<file path="config.mk">
export PLATFORM = sky130hd
export DESIGN_NAME = lif_neuron_array
export DESIGN_NICKNAME = d
export VERILOG_FILES = /design/src/rtl/lif_neuron_array.sv
export SDC_FILE = /design/constraint.sdc
export NUM_CORES = 1
export LEC_CHECK = 0
export BUFFER_PORTS_ARGS = -buffer_cell sky130_fd_sc_hd__buf_4
export CORE_MARGIN = 10
export CORE_UTILIZATION = 45
export CTS_BUF_LIST = sky130_fd_sc_hd__clkbuf_16
export CTS_CLUSTER_SIZE = 12
export DETAILED_ROUTE_END_ITERATION = 16
export MAX_ROUTING_LAYER = met4
export PLACE_DENSITY = 0.65
export SYNTH_ARGS = -nofsm -noshare
export SYNTH_HDL_FRONTEND = slang
export SYNTH_SLANG_ARGS = --single-unit
</file>
<file path="constraint.sdc">
create_clock -name clk -period 6.3 [get_ports clk]
set_clock_uncertainty 0.2 [all_clocks]
set_input_delay 0 -clock clk [delete_from_list [all_inputs] [get_ports clk]]
set_output_delay 0 -clock clk [all_outputs]
set_load 0.02 [all_outputs]
</file>
<file path="src/rtl/lif_neuron_array.sv">
// rtl/lif_neuron_array.sv - time-multiplexed leaky integrate-and-fire neuron array
//
// Purpose:
//   N_CH leaky integrate-and-fire neurons share one update datapath. Each accepted
//   step_i advances every channel by one time step, one channel per clock:
//   leak, integrate, saturate, threshold, spike, refractory.
//
// Optional feature macro: LIF_SPIKE_COUNT_EN
//   defined   -> per-channel 8-bit saturating spike counters, visible on cnt_o
//   undefined -> no counters, cnt_o tied to zero
//
// Ports:
//   clk        in   clock, all state on rising edge
//   rst        in   synchronous reset, active-high
//   step_i     in   start one time step (accepted only while ready_o=1)
//   current_i  in   channel k current at [k*I_W +: I_W]
//   ready_o    out  1 = idle, step_i will be accepted
//   done_o     out  one-cycle pulse: step complete, spike_o updated
//   spike_o    out  spike flags of the last completed step
//   v_sel_i    in   channel select for v_o/cnt_o
//   v_o        out  stored membrane voltage of the selected channel
//   cnt_o      out  spike count of the selected channel

module lif_neuron_array #(
  parameter int N_CH       = 4,
  parameter int V_W        = 14,
  parameter int I_W        = 8,
  parameter int LEAK_SHIFT = 3,
  parameter int THRESH     = 12000,
  parameter int REFRACT    = 2
) (
  input  logic                    clk,
  input  logic                    rst,
  input  logic                    step_i,
  input  logic [N_CH*I_W-1:0]     current_i,
  output logic                    ready_o,
  output logic                    done_o,
  output logic [N_CH-1:0]         spike_o,
  input  logic [$clog2(N_CH)-1:0] v_sel_i,
  output logic [V_W-1:0]          v_o,
  output logic [7:0]              cnt_o
);

  localparam int CH_W = $clog2(N_CH);
  // Refractory counter must hold REFRACT; keep at least one bit when REFRACT=0.
  localparam int R_W = (REFRACT > 0) ? $clog2(REFRACT + 1) : 1;
  localparam logic [R_W-1:0]  REFR_INIT = R_W'(REFRACT);
  localparam logic [V_W:0]    THRESH_X  = (V_W + 1)'(THRESH);
  localparam logic [CH_W-1:0] LAST_CH   = CH_W'(N_CH - 1);

  typedef enum logic [1:0] {
    S_IDLE,
    S_UPDATE,
    S_DONE
  } state_t;

  state_t              r_state;
  logic [CH_W-1:0]     r_ch;
  logic [N_CH*I_W-1:0] r_cur;
  logic [V_W-1:0]      r_v    [N_CH];
  logic [R_W-1:0]      r_refr [N_CH];
  logic [N_CH-1:0]     r_shadow;
  logic [N_CH-1:0]     r_spike;
  logic                r_ready;
  logic                r_done;
`ifdef LIF_SPIKE_COUNT_EN
  logic [7:0]          r_cnt  [N_CH];
`endif

  // Shared datapath for the channel currently addressed by r_ch.
  logic [I_W-1:0]  w_i;
  logic [V_W-1:0]  w_v;
  logic [V_W-1:0]  w_leak;
  logic [V_W:0]    w_i_ext;
  logic [V_W:0]    w_sum;
  logic [V_W-1:0]  w_vsat;
  logic            w_busy;
  logic            w_fire;
  logic            w_spk_bit;
  logic [N_CH-1:0] w_shadow_next;
  logic [CH_W:0]   w_sel_ext;

  assign w_i     = r_cur[r_ch*I_W +: I_W];
  assign w_v     = r_v[r_ch];
  assign w_leak  = w_v >> LEAK_SHIFT;
  assign w_i_ext = {{(V_W + 1 - I_W){1'b0}}, w_i} << (V_W - I_W);
  // One extra bit of headroom: leak never exceeds v, so only the add can carry out.
  assign w_sum   = {1'b0, w_v} - {1'b0, w_leak} + w_i_ext;
  assign w_vsat  = w_sum[V_W] ? {V_W{1'b1}} : w_sum[V_W-1:0];
  assign w_busy  = (r_refr[r_ch] != '0);
  assign w_fire  = ({1'b0, w_vsat} >= THRESH_X);
  assign w_spk_bit = !w_busy && w_fire;

  // Spike flags including the channel being written this cycle, so the last
  // channel's bit reaches spike_o together with done_o.
  always_comb begin
    w_shadow_next = r_shadow;
    w_shadow_next[r_ch] = w_spk_bit;
  end

  always_ff @(posedge clk) begin
    if (rst) begin
      r_state  <= S_IDLE;
      r_ch     <= '0;
      r_cur    <= '0;
      r_shadow <= '0;
      r_spike  <= '0;
      r_ready  <= 1'b1;
      r_done   <= 1'b0;
      for (int k = 0; k < N_CH; k++) begin
        r_v[k]    <= '0;
        r_refr[k] <= '0;
`ifdef LIF_SPIKE_COUNT_EN
        r_cnt[k]  <= '0;
`endif
      end
    end else begin
      case (r_state)
        S_IDLE: begin
          r_done <= 1'b0;
          if (step_i) begin
            r_cur   <= current_i;
            r_ch    <= '0;
            r_ready <= 1'b0;
            r_state <= S_UPDATE;
          end
        end
        S_UPDATE: begin
          if (w_busy) begin
            r_v[r_ch]    <= '0;
            r_refr[r_ch] <= r_refr[r_ch] - 1'b1;
          end else if (w_fire) begin
            r_v[r_ch]    <= '0;
            r_refr[r_ch] <= REFR_INIT;
          end else begin
            r_v[r_ch]    <= w_vsat;
          end
`ifdef LIF_SPIKE_COUNT_EN
          if (w_spk_bit && (r_cnt[r_ch] != 8'hFF)) begin
            r_cnt[r_ch] <= r_cnt[r_ch] + 8'd1;
          end
`endif
          r_shadow <= w_shadow_next;
          if (r_ch == LAST_CH) begin
            r_spike <= w_shadow_next;
            r_done  <= 1'b1;
            r_state <= S_DONE;
          end else begin
            r_ch <= r_ch + 1'b1;
          end
        end
        S_DONE: begin
          r_done  <= 1'b0;
          r_ready <= 1'b1;
          r_state <= S_IDLE;
        end
        default: begin
          r_done  <= 1'b0;
          r_ready <= 1'b1;
          r_state <= S_IDLE;
        end
      endcase
    end
  end

  assign ready_o = r_ready;
  assign done_o  = r_done;
  assign spike_o = r_spike;

  // Out-of-range selects read as zero; the extra bit keeps the compare meaningful
  // when N_CH is a power of two.
  assign w_sel_ext = {1'b0, v_sel_i};

  always_comb begin
    v_o   = '0;
    cnt_o = 8'd0;
    if (w_sel_ext < (CH_W + 1)'(N_CH)) begin
      v_o = r_v[v_sel_i];
`ifdef LIF_SPIKE_COUNT_EN
      cnt_o = r_cnt[v_sel_i];
`endif
    end
  end

endmodule
</file>
Word level (Yosys, flattened, before mapping). Memories as Yosys holds them, arrays and structs flattened. A register that Yosys moved wholly into a read port is not among the register bits. Cells that the tools add are included.

Bitwise gates (word level): 4. Reduce and logical (&&, ||, !) cells: 14. Equality and inequality tests: 5. $lt $le $gt $ge: 4. Muxes and demuxes: 42. Add/subtract/negate cells: 4. Shift-type cells: 1.

Operators with widths (count): $mux W14 (5); $shiftx A32 B6 Y8 (1); $mux W2 (12); $mux W1 (20); $add A15 B14 Y15 (1); $sub A14 B11 Y15 (1); $ge A14 B14 Y1 const B (1); $reduce_or A14 Y1 (1); $pmux W2 S2 (2); $reduce_and A2 Y1 (4); $lt A2 B3 Y1 const B (2); $ne A2 B2 Y1 const B (3); $bwmux W4 (1); $reduce_bool A2 Y1 (2); $reduce_or A2 Y1 (2); $or A1 B1 Y1 (3); $reduce_and A3 Y1 (1); $add A2 B1 Y2 const B (1); $demux W1 S2 (1); $eq A2 B1 Y1 const B (1); $eq A2 B2 Y1 const B (1); $ge A2 B1 Y1 const B (1); $logic_and A1 B1 Y1 (2); $logic_not A2 Y1 (1); other kinds (4) (4).

Memory bits (writable): 64. Memories: 2. Flip-flop bits (word level): 46. Input bits: 37. Output and inout bits: 28. Logic and storage cells: 83.

Memories: r_v (depth 4, width 14, read ports 2, clocked after memory_dff 1, write ports 4, RTL line 60) `logic [V_W-1:0] r_v [N_CH];`; r_refr (depth 4, width 2, read ports 1, clocked after memory_dff 1, write ports 4, RTL line 61) `logic [R_W-1:0] r_refr [N_CH];`.

Logic depth before layout (Yosys ltp). Gate-level depths: netlist of the first run.

Word-level depth: 13. Depth in mapped cells: 19. Depth with buffers taken out: 15.

Least setup slack after synthesis of the first run. OpenSTA, ideal clock, no wires.

Path kind: reg2reg. Start point: register (tool-made name). End point: memory r_v[3][10] (data pin). Arrival time: 4.535 ns. Path slack: 1.299 ns. Required time: 5.833 ns. Buffers on the path: 5. Setup time: 0.267 ns. Clock period less this slack: 5.001 ns. Stages on the path, launching flop included: 18. Cell sequence: dfxtp_1 clkbuf_1 buf_1 mux4_2 fa_1 inv_1 ha_1 and3_1 clkbuf_1 nand2_1 a21o_1 a221oi_1 o211ai_2 o211ai_4 or3_1 buf_6 buf_4 nor2_1.

RTL lines (RTL line): end: declaration (60).

==> results.md, run 1 <==
- Outcome: finished clean
- Worst-Margin Slew: 1200 ps
- VDD IR max: 205.9 uV
- DR vias/cell: 5.584
- First-pass GRT wire length: 25,880 um
- Die height: 138.7 um
- Crit-path leading delay family: compound AO/OA/AOI/OAI gates
- TNS Setup: 0 ps
- H-tree lvl count: 3
- WS Path Type: reg2reg
- Initial DRC count: 332
- Synth Area per Inst: 10.57 sq um
- Setup crit end kind: register
- Antenna diode count: 0
- Largest net degree at the start of global routing: 57
- Initial antenna violation count: 0
- Share of cells above drive strength 1: 18.57%
- Number of post-CTS setup repair buffers: 0
- Core area: 0.01383 sq mm
- Max Transition Viols Final: 0
- WL final: 15,640 um
- Post-synth ARST share: 0%
- I/O Pins: 65
- Layout Nets: 765
- Clk pin slew, worst setup/hold paths: 70 ps
- GR Overflow Total: 0
- Dpl hpwl: 10,510 um
- Initial Utilization: 45.89%
- #FFs+latches synth: 111
- Startpoint Class: register
- Max_slew headroom: 19.89%
- EDFF count, synth: 64
- Most frequent cells in the layout: 85 x nand2_1, 66 x dlygate4sd3_1, 64 x edfxtp_1
- Most common cell after layout, fill and taps aside: nand2_1
- Final setup fails: 0
- Area growth from synthesis to layout: 21.99%
- Unrepaired setup endpoints after global routing: no
- CTS buffer count: 9
- Post-CTS Resized: 0
- Fmax: 192.9 MHz
- Chip Width: 138.7 um
- Drt first pass iters: 5
- Antenna Nets Post-Route: 0
- Worst min path class: reg2reg
- Tcrit/Tclk final: 82.31%
- Core Rows: 43
- DRC: 0
- Total GRT Usage: 16.82%
- Vias in the first global route: 5,118
- Die area: 0.01925 sq mm
- Port buffer count: 56
- Max cap viols: 0
- Warning count from the yosys run: 0
- Crit-path slowest cell: dfxtp_1
- Critical Path AT: 5060 ps
- Via count: 4,914
- Distinct cells, synth: 55
- CTS tree: done
- Endpoints failing hold: 0
- Final instance area: 0.007740 sq mm
- CTS Buffer Depth: 2
- Tmin final: 5185 ps
- WL/cell: 17.77 um
- Final Core Density: 55.98%
- Gpl congestion: 0.8901
- Top_reg_cell synth: edfxtp_1
- Seq/Total Area, Yosys: 45.12%
- Root Buffer: clkbuf_16
- Buf/Inv on CP: 2
- Clock tree sinks: 111
- Max FO, Critical Path: 56
- Mapped cell area: 0.006345 sq mm
- Mapped Cells: 600
- Post-DP Area: 0.006818 sq mm
- Largest stage delay, worst path: 900 ps
- CP required: 6170 ps
- Static leakage: 3.144 nW
- Worst-path cell chain: mux4_2 > fa_1 > inv_1 > ha_1 > and3_1 > nand2_1 > a21o_1 > a221oi_1 > o211ai_2 > o211ai_4 > or3_1 > buf_12 > nor3_1
- Pwr per Cell Area: 291.4 mW/mm^2
- Worst skew pair latency: 350 ps
-- power breakdown --
group	switching (mW)	leakage, nW	internal (mW)
sequential	0.0259	1.05	0.817
combinational	0.549	1.95	0.345
clock	0.255	0.142	0.264
-- sequential cells by signal (all words and copies together), names as in the netlist, named ones only --
signal    cells
ready_o       1
r_cur        32
r_state       2
r_ch          2
done_o        1
r_shadow      3
r_refr        8
spike_o       4
r_v          56
-- cell usage after synthesis (8+ instances only) --
| library cell | instances | share of area [%] |
|---|---|---|
| edfxtp_1 | 64 | 30 |
| nand2_1 | 85 | 5.0 |
| a21o_1 | 10 | 1.2 |
| xor2_1 | 8 | 1.1 |
| clkbuf_1 | 33 | 2.0 |
| mux4_2 | 38 | 13 |
| nor2_1 | 42 | 2.5 |
| ha_1 | 27 | 5.3 |
| a21oi_1 | 50 | 3.9 |
| inv_1 | 44 | 2.6 |
| buf_4 | 9 | 1.1 |
| nor3_1 | 44 | 3.5 |
| dfxtp_1 | 47 | 15 |
-- layout make-up --
class	count	area (sq um)
fill	1141	6087
multi-input combinational	401	3087
sequential	111	2863
timing repair buffer	128	1139
clock buffer	9	225.2
tap	180	225.2
inverter	44	165.2
clock inverter	7	36.28
-- path summary, 6_finish.rpt --
kind                             startpoint           to  slack [ps]  cells past startpoint
worst max-delay path               register   r_v[0][13]        1110                     13
worst max register to register     register   r_v[0][13]        1110                     13
worst min register to register  r_shadow[0]  r_shadow[0]         250                      2
worst min-delay path            r_shadow[0]  r_shadow[0]         250                      2
-- cells by family (layout without fill, tap and decap cells) --
group / after synthesis / in the layout / share of synthesized area (%)
simple gates: 211 / 211 / 15.36
flops: 111 / 111 / 45.12
compound gates: 100 / 100 / 10.33
buf+inv: 95 / 188 / 6.685
mux: 39 / 39 / 13.73
fa+ha+maj: 33 / 33 / 7.218
xor+xnor: 10 / 10 / 1.499
other cells: 1 / 8 / 0.05910
-- per-stage QoR --
stage | hold WS [ps] | total power [mW] | instances | setup WS [ps]
CTS | 259.4 | 2.264 | 880 | 1115
detailed placement | 58.77 | 1.710 | 798 | 1125
finish | 254.8 | 2.255 | 880 | 1115
global placement | 51.09 | 1.689 | 798 | 1119
global route | 283.3 | 2.385 | 880 | 876.3
floorplan | -64.04 | 1.489 | 607 | 1299
-- layer usage --
| layer | up-vias | global-route usage, % | wire length, um |
|---|---|---|---|
| li1 | 2331 | - | - |
| met3 | 29 | 3.356 | 686 |
| met1 | 2419 | 19.66 | 6541 |
| met4 | 0 | 6.260 | 427 |
| met5 | - | - | 0 |
| met2 | 135 | 28.11 | 7981 |
-- what timing repair did --
action                     CTS  global route
setup endpoints to repair    0             0
hold buffers                66             0
hold endpoints to repair    45             0
-- worst reg2reg max path, stage by stage (launching register included) --
cell and delay [ps]:
dfxtp_1 900, mux4_2 510, fa_1 560, inv_1 40, ha_1 390, and3_1 320
nand2_1 80, a21o_1 160, a221oi_1 610, o211ai_2 230, o211ai_4 340, or3_1 200
buf_12 250, nor3_1 120
No activity file was read; power rests on OpenSTA's default activity.
==> run 2: changes to the inputs <==
PLACE_DENSITY = 0.67   (was 0.65)
clock period = 4.5 ns   (was 6.3 ns; I/O delays follow)
==> results.md, run 2 (synthesized netlist as in run 1, its figures left out) <==
- DR vias/cell: 5.657 (+1.3%)
- Area growth from synthesis to layout: 32.50%
- Total GRT Usage: 17.13% (+0.32 points)
- Clock power frac: 21.7% (-1.3 points)
- WL final: 18,030 um (+15%)
- Worst-Margin Slew: 1162 ps (-38.64 ps)
- Post-Layout Cell Count: 910 (+3.4%)
- Tmin final: 4450 ps (-735.0 ps)
- Worst skew pair latency: 360 ps (about the same)
- Max_slew headroom: 22.47% (+2.6 points)
- Max reg flops: 56 (unchanged)
- Clock tree sinks: 111 (unchanged)
- Hold path startpoint: r_shadow[0]
- Layout Nets: 794 (+3.8%)
- CTS buffer count: 9 (unchanged)
- Worst slack, placed: -60.67 ps (-1186 ps)
- Worst-path cell chain: buf_12 > mux4_2 > buf_4 > inv_1 > fa_1 > inv_2 > ha_4 > a21o_1 > a21o_1 > a211oi_2 > a21oi_4 > o211ai_4 > o211ai_4 > or3_4 > clkbuf_16 > nor3_4
- Max cap viols: 0 (unchanged)
- Chip Width: 138.7 um (unchanged)
- Final setup fails: 0 (unchanged)
- Vias in the first global route: 5,305 (+3.7%)
- Root Buffer: clkbuf_16
- WL/cell: 19.81 um (+12%)
- First-pass GRT wire length: 26,210 um (+1.3%)
- Max FO, Critical Path: 8 (-86%)
- Initial Utilization: 45.89% (unchanged)
- Combinational cell fraction of total power: 45.6% (+6.0 points)
- Clk pin slew, worst setup/hold paths: 70 ps (about the same)
- Gpl congestion: 0.9821 (+10%)
- Core Rows: 43 (unchanged)
- Fmax: 224.7 MHz (+17%)
- Dpl hpwl: 10,590 um (+0.74%)
- Via count: 5,148 (+4.8%)
- Die area: 0.01925 sq mm (unchanged)
- Initial DRC count: 399 (+20%)
- Pwr per Cell Area: 427.9 mW/mm^2 (+47%)
- Core area: 0.01383 sq mm (unchanged)
- Startpoint Class: register
- Buf/Inv on CP: 5 (+3)
- CTS tree: done
- Cell-internal power: 2.242 mW (+57%)
- Tcrit/Tclk final: 98.89% (+17 points)
- Cells after DPL: 810 (+1.5%)
- Static leakage: 3.379 nW (+7.5%)
- Top flop regs: r_v: 56 flops, r_cur: 32 flops, r_refr: 8 flops
- CP required: 4480 ps (-1690 ps)
- Most common cell after layout, fill and taps aside: nand2_1
- DRC: 0 (unchanged)
- Max Transition Viols Final: 0 (unchanged)
- H-tree lvl count: 3 (unchanged)
- Crit-path leading delay family: compound AO/OA/AOI/OAI gates
- Unrepaired setup endpoints after global routing: yes
- Reg2Reg Setup Slack: 50 ps (-1060 ps)
- TNS Setup: 0 ps (unchanged)
- Endpoints failing hold: 0 (unchanged)
- Sequential Power Share: 32.7% (-4.7 points)
- VDD IR max: 331.9 uV (+61%)
- WS Path Type: reg2reg
- Largest net degree at the start of global routing: 57 (unchanged)
- Net Sw Frac: 37.67% (+0.86 points)
- CTS Buffer Depth: 2 (unchanged)
- Initial antenna violation count: 1 (+1)
- Crit-path slowest cell: mux4_2
- Worst min path class: reg2reg
- GR Overflow Total: 0 (unchanged)
- Die height: 138.7 um (unchanged)
- Critical Path AT: 4430 ps (-630 ps)
- I/O Pins: 65 (unchanged)
- Drt first pass iters: 5 (unchanged)
- Most frequent cells in the layout: 85 x nand2_1, 81 x buf_4, 66 x dlygate4sd3_1
- Largest stage delay, worst path: 560 ps (-340 ps)
- Port buffer count: 56 (unchanged)
- Hold-critical path depth: 2 (unchanged)
- PnR worst setup slack: 49.76 ps (-1065 ps)
- Setup crit end kind: register
- Antenna Nets Post-Route: 0 (unchanged)
- Outcome: finished clean
- Hold EP: r_shadow[0]
- Share of cells above drive strength 1: 28.53% (+10 points)
- R2R depth: 16 (+3)
- NetSw: 1.355 mW (+63%)
- Biggest register: r_v
- R2r endpoint: r_v[2][13]
## run 2: cell count changes in the layout (fill, tap and decap cells not counted), moves of 4 or more
| cell | before | now |
|---|---|---|
| buf_4 | 61 | 81 |
| clkbuf_16 | 9 | 14 |
| ha_4 | 0 | 4 |
| nor3_1 | 44 | 19 |
| nor3_2 | 5 | 26 |
| nor3_4 | 0 | 4 |
| ha_1 | 27 | 21 |
## run 2: worst max path at each step
stage	slack, ps	end	depth (start not counted)
finish	50	r_v[2][13]	16
global route	-40	r_v[0][2]	16
CTS	10	r_v[1][10]	14
detailed placement	-60	r_v[0][4]	15
global placement	-70	r_v[0][7]	15
floorplan	10	r_v[3][10]	17
## run 2: what timing repair did
item | in CTS | in global routing
endpoints found under the setup margin | 68 | 73
gates cloned | 0 | 7
hold endpoints to repair | 44 | 0
buffers inserted | 2 | 8
hold buffers | 66 | 0
resized for setup | 5 | 58
pin swaps | 0 | 11
## run 2: routing by layer
metal  track usage (%)  share of wire, %  vias to the layer above
li1                  -                 -                     2383
met1             18.84                38                     2522
met2             30.27                53                      200
met3             2.671               5.9                       43
met4             7.139               2.8                        0
met5                 -                 0                        -
## run 2: power groups by stage
stage / Sequential, mW / Clock (mW) / Combinational (mW)
after floorplan: 1.18 / 0 / 0.902
after global placement: 1.19 / 0 / 1.25
after detailed placement: 1.20 / 0 / 1.26
after CTS: 1.17 / 0.787 / 1.35
after global routing: 1.18 / 0.822 / 1.76
final: 1.18 / 0.781 / 1.64
## run 2: cell type report
class                   instances  area, sq um
well taps                     180        225.2
fillers                      1033         5420
clock inverters                 6        35.03
repair buffers                157         1463
multi-input cells             401         3397
inverters                      44        165.2
flip-flops and latches        111         2869
diodes                          1        2.502
clock buffers                  10        250.2
## run 2: worst register-to-register path, cell delays in order (launching register included)
cell and delay [ps]:
dfxtp_4 390, buf_12 150, mux4_2 570, buf_4 170
inv_1 60, fa_1 420, inv_2 90, ha_4 210
a21o_1 180, a21o_1 210, a211oi_2 270, a21oi_4 100
o211ai_4 220, o211ai_4 110, or3_4 510, clkbuf_16 220
nor3_4 190
## run 2: through the flow
stage / instance area (sq um) / power, mW / hold slack [ps] / utilization [%]
6_report: 8407 / 3.597 / 264.4 / 60.80
5_1_grt: 8407 / 3.764 / 286.0 / 60.80
4_1_cts: 7920 / 3.310 / 260.0 / 57.28
3_5_place_dp: 6933 / 2.462 / 57.96 / 50.14
3_3_place_gp: 6933 / 2.443 / 49.53 / 50.14
2_1_floorplan: 6376 / 2.086 / -64.04 / -
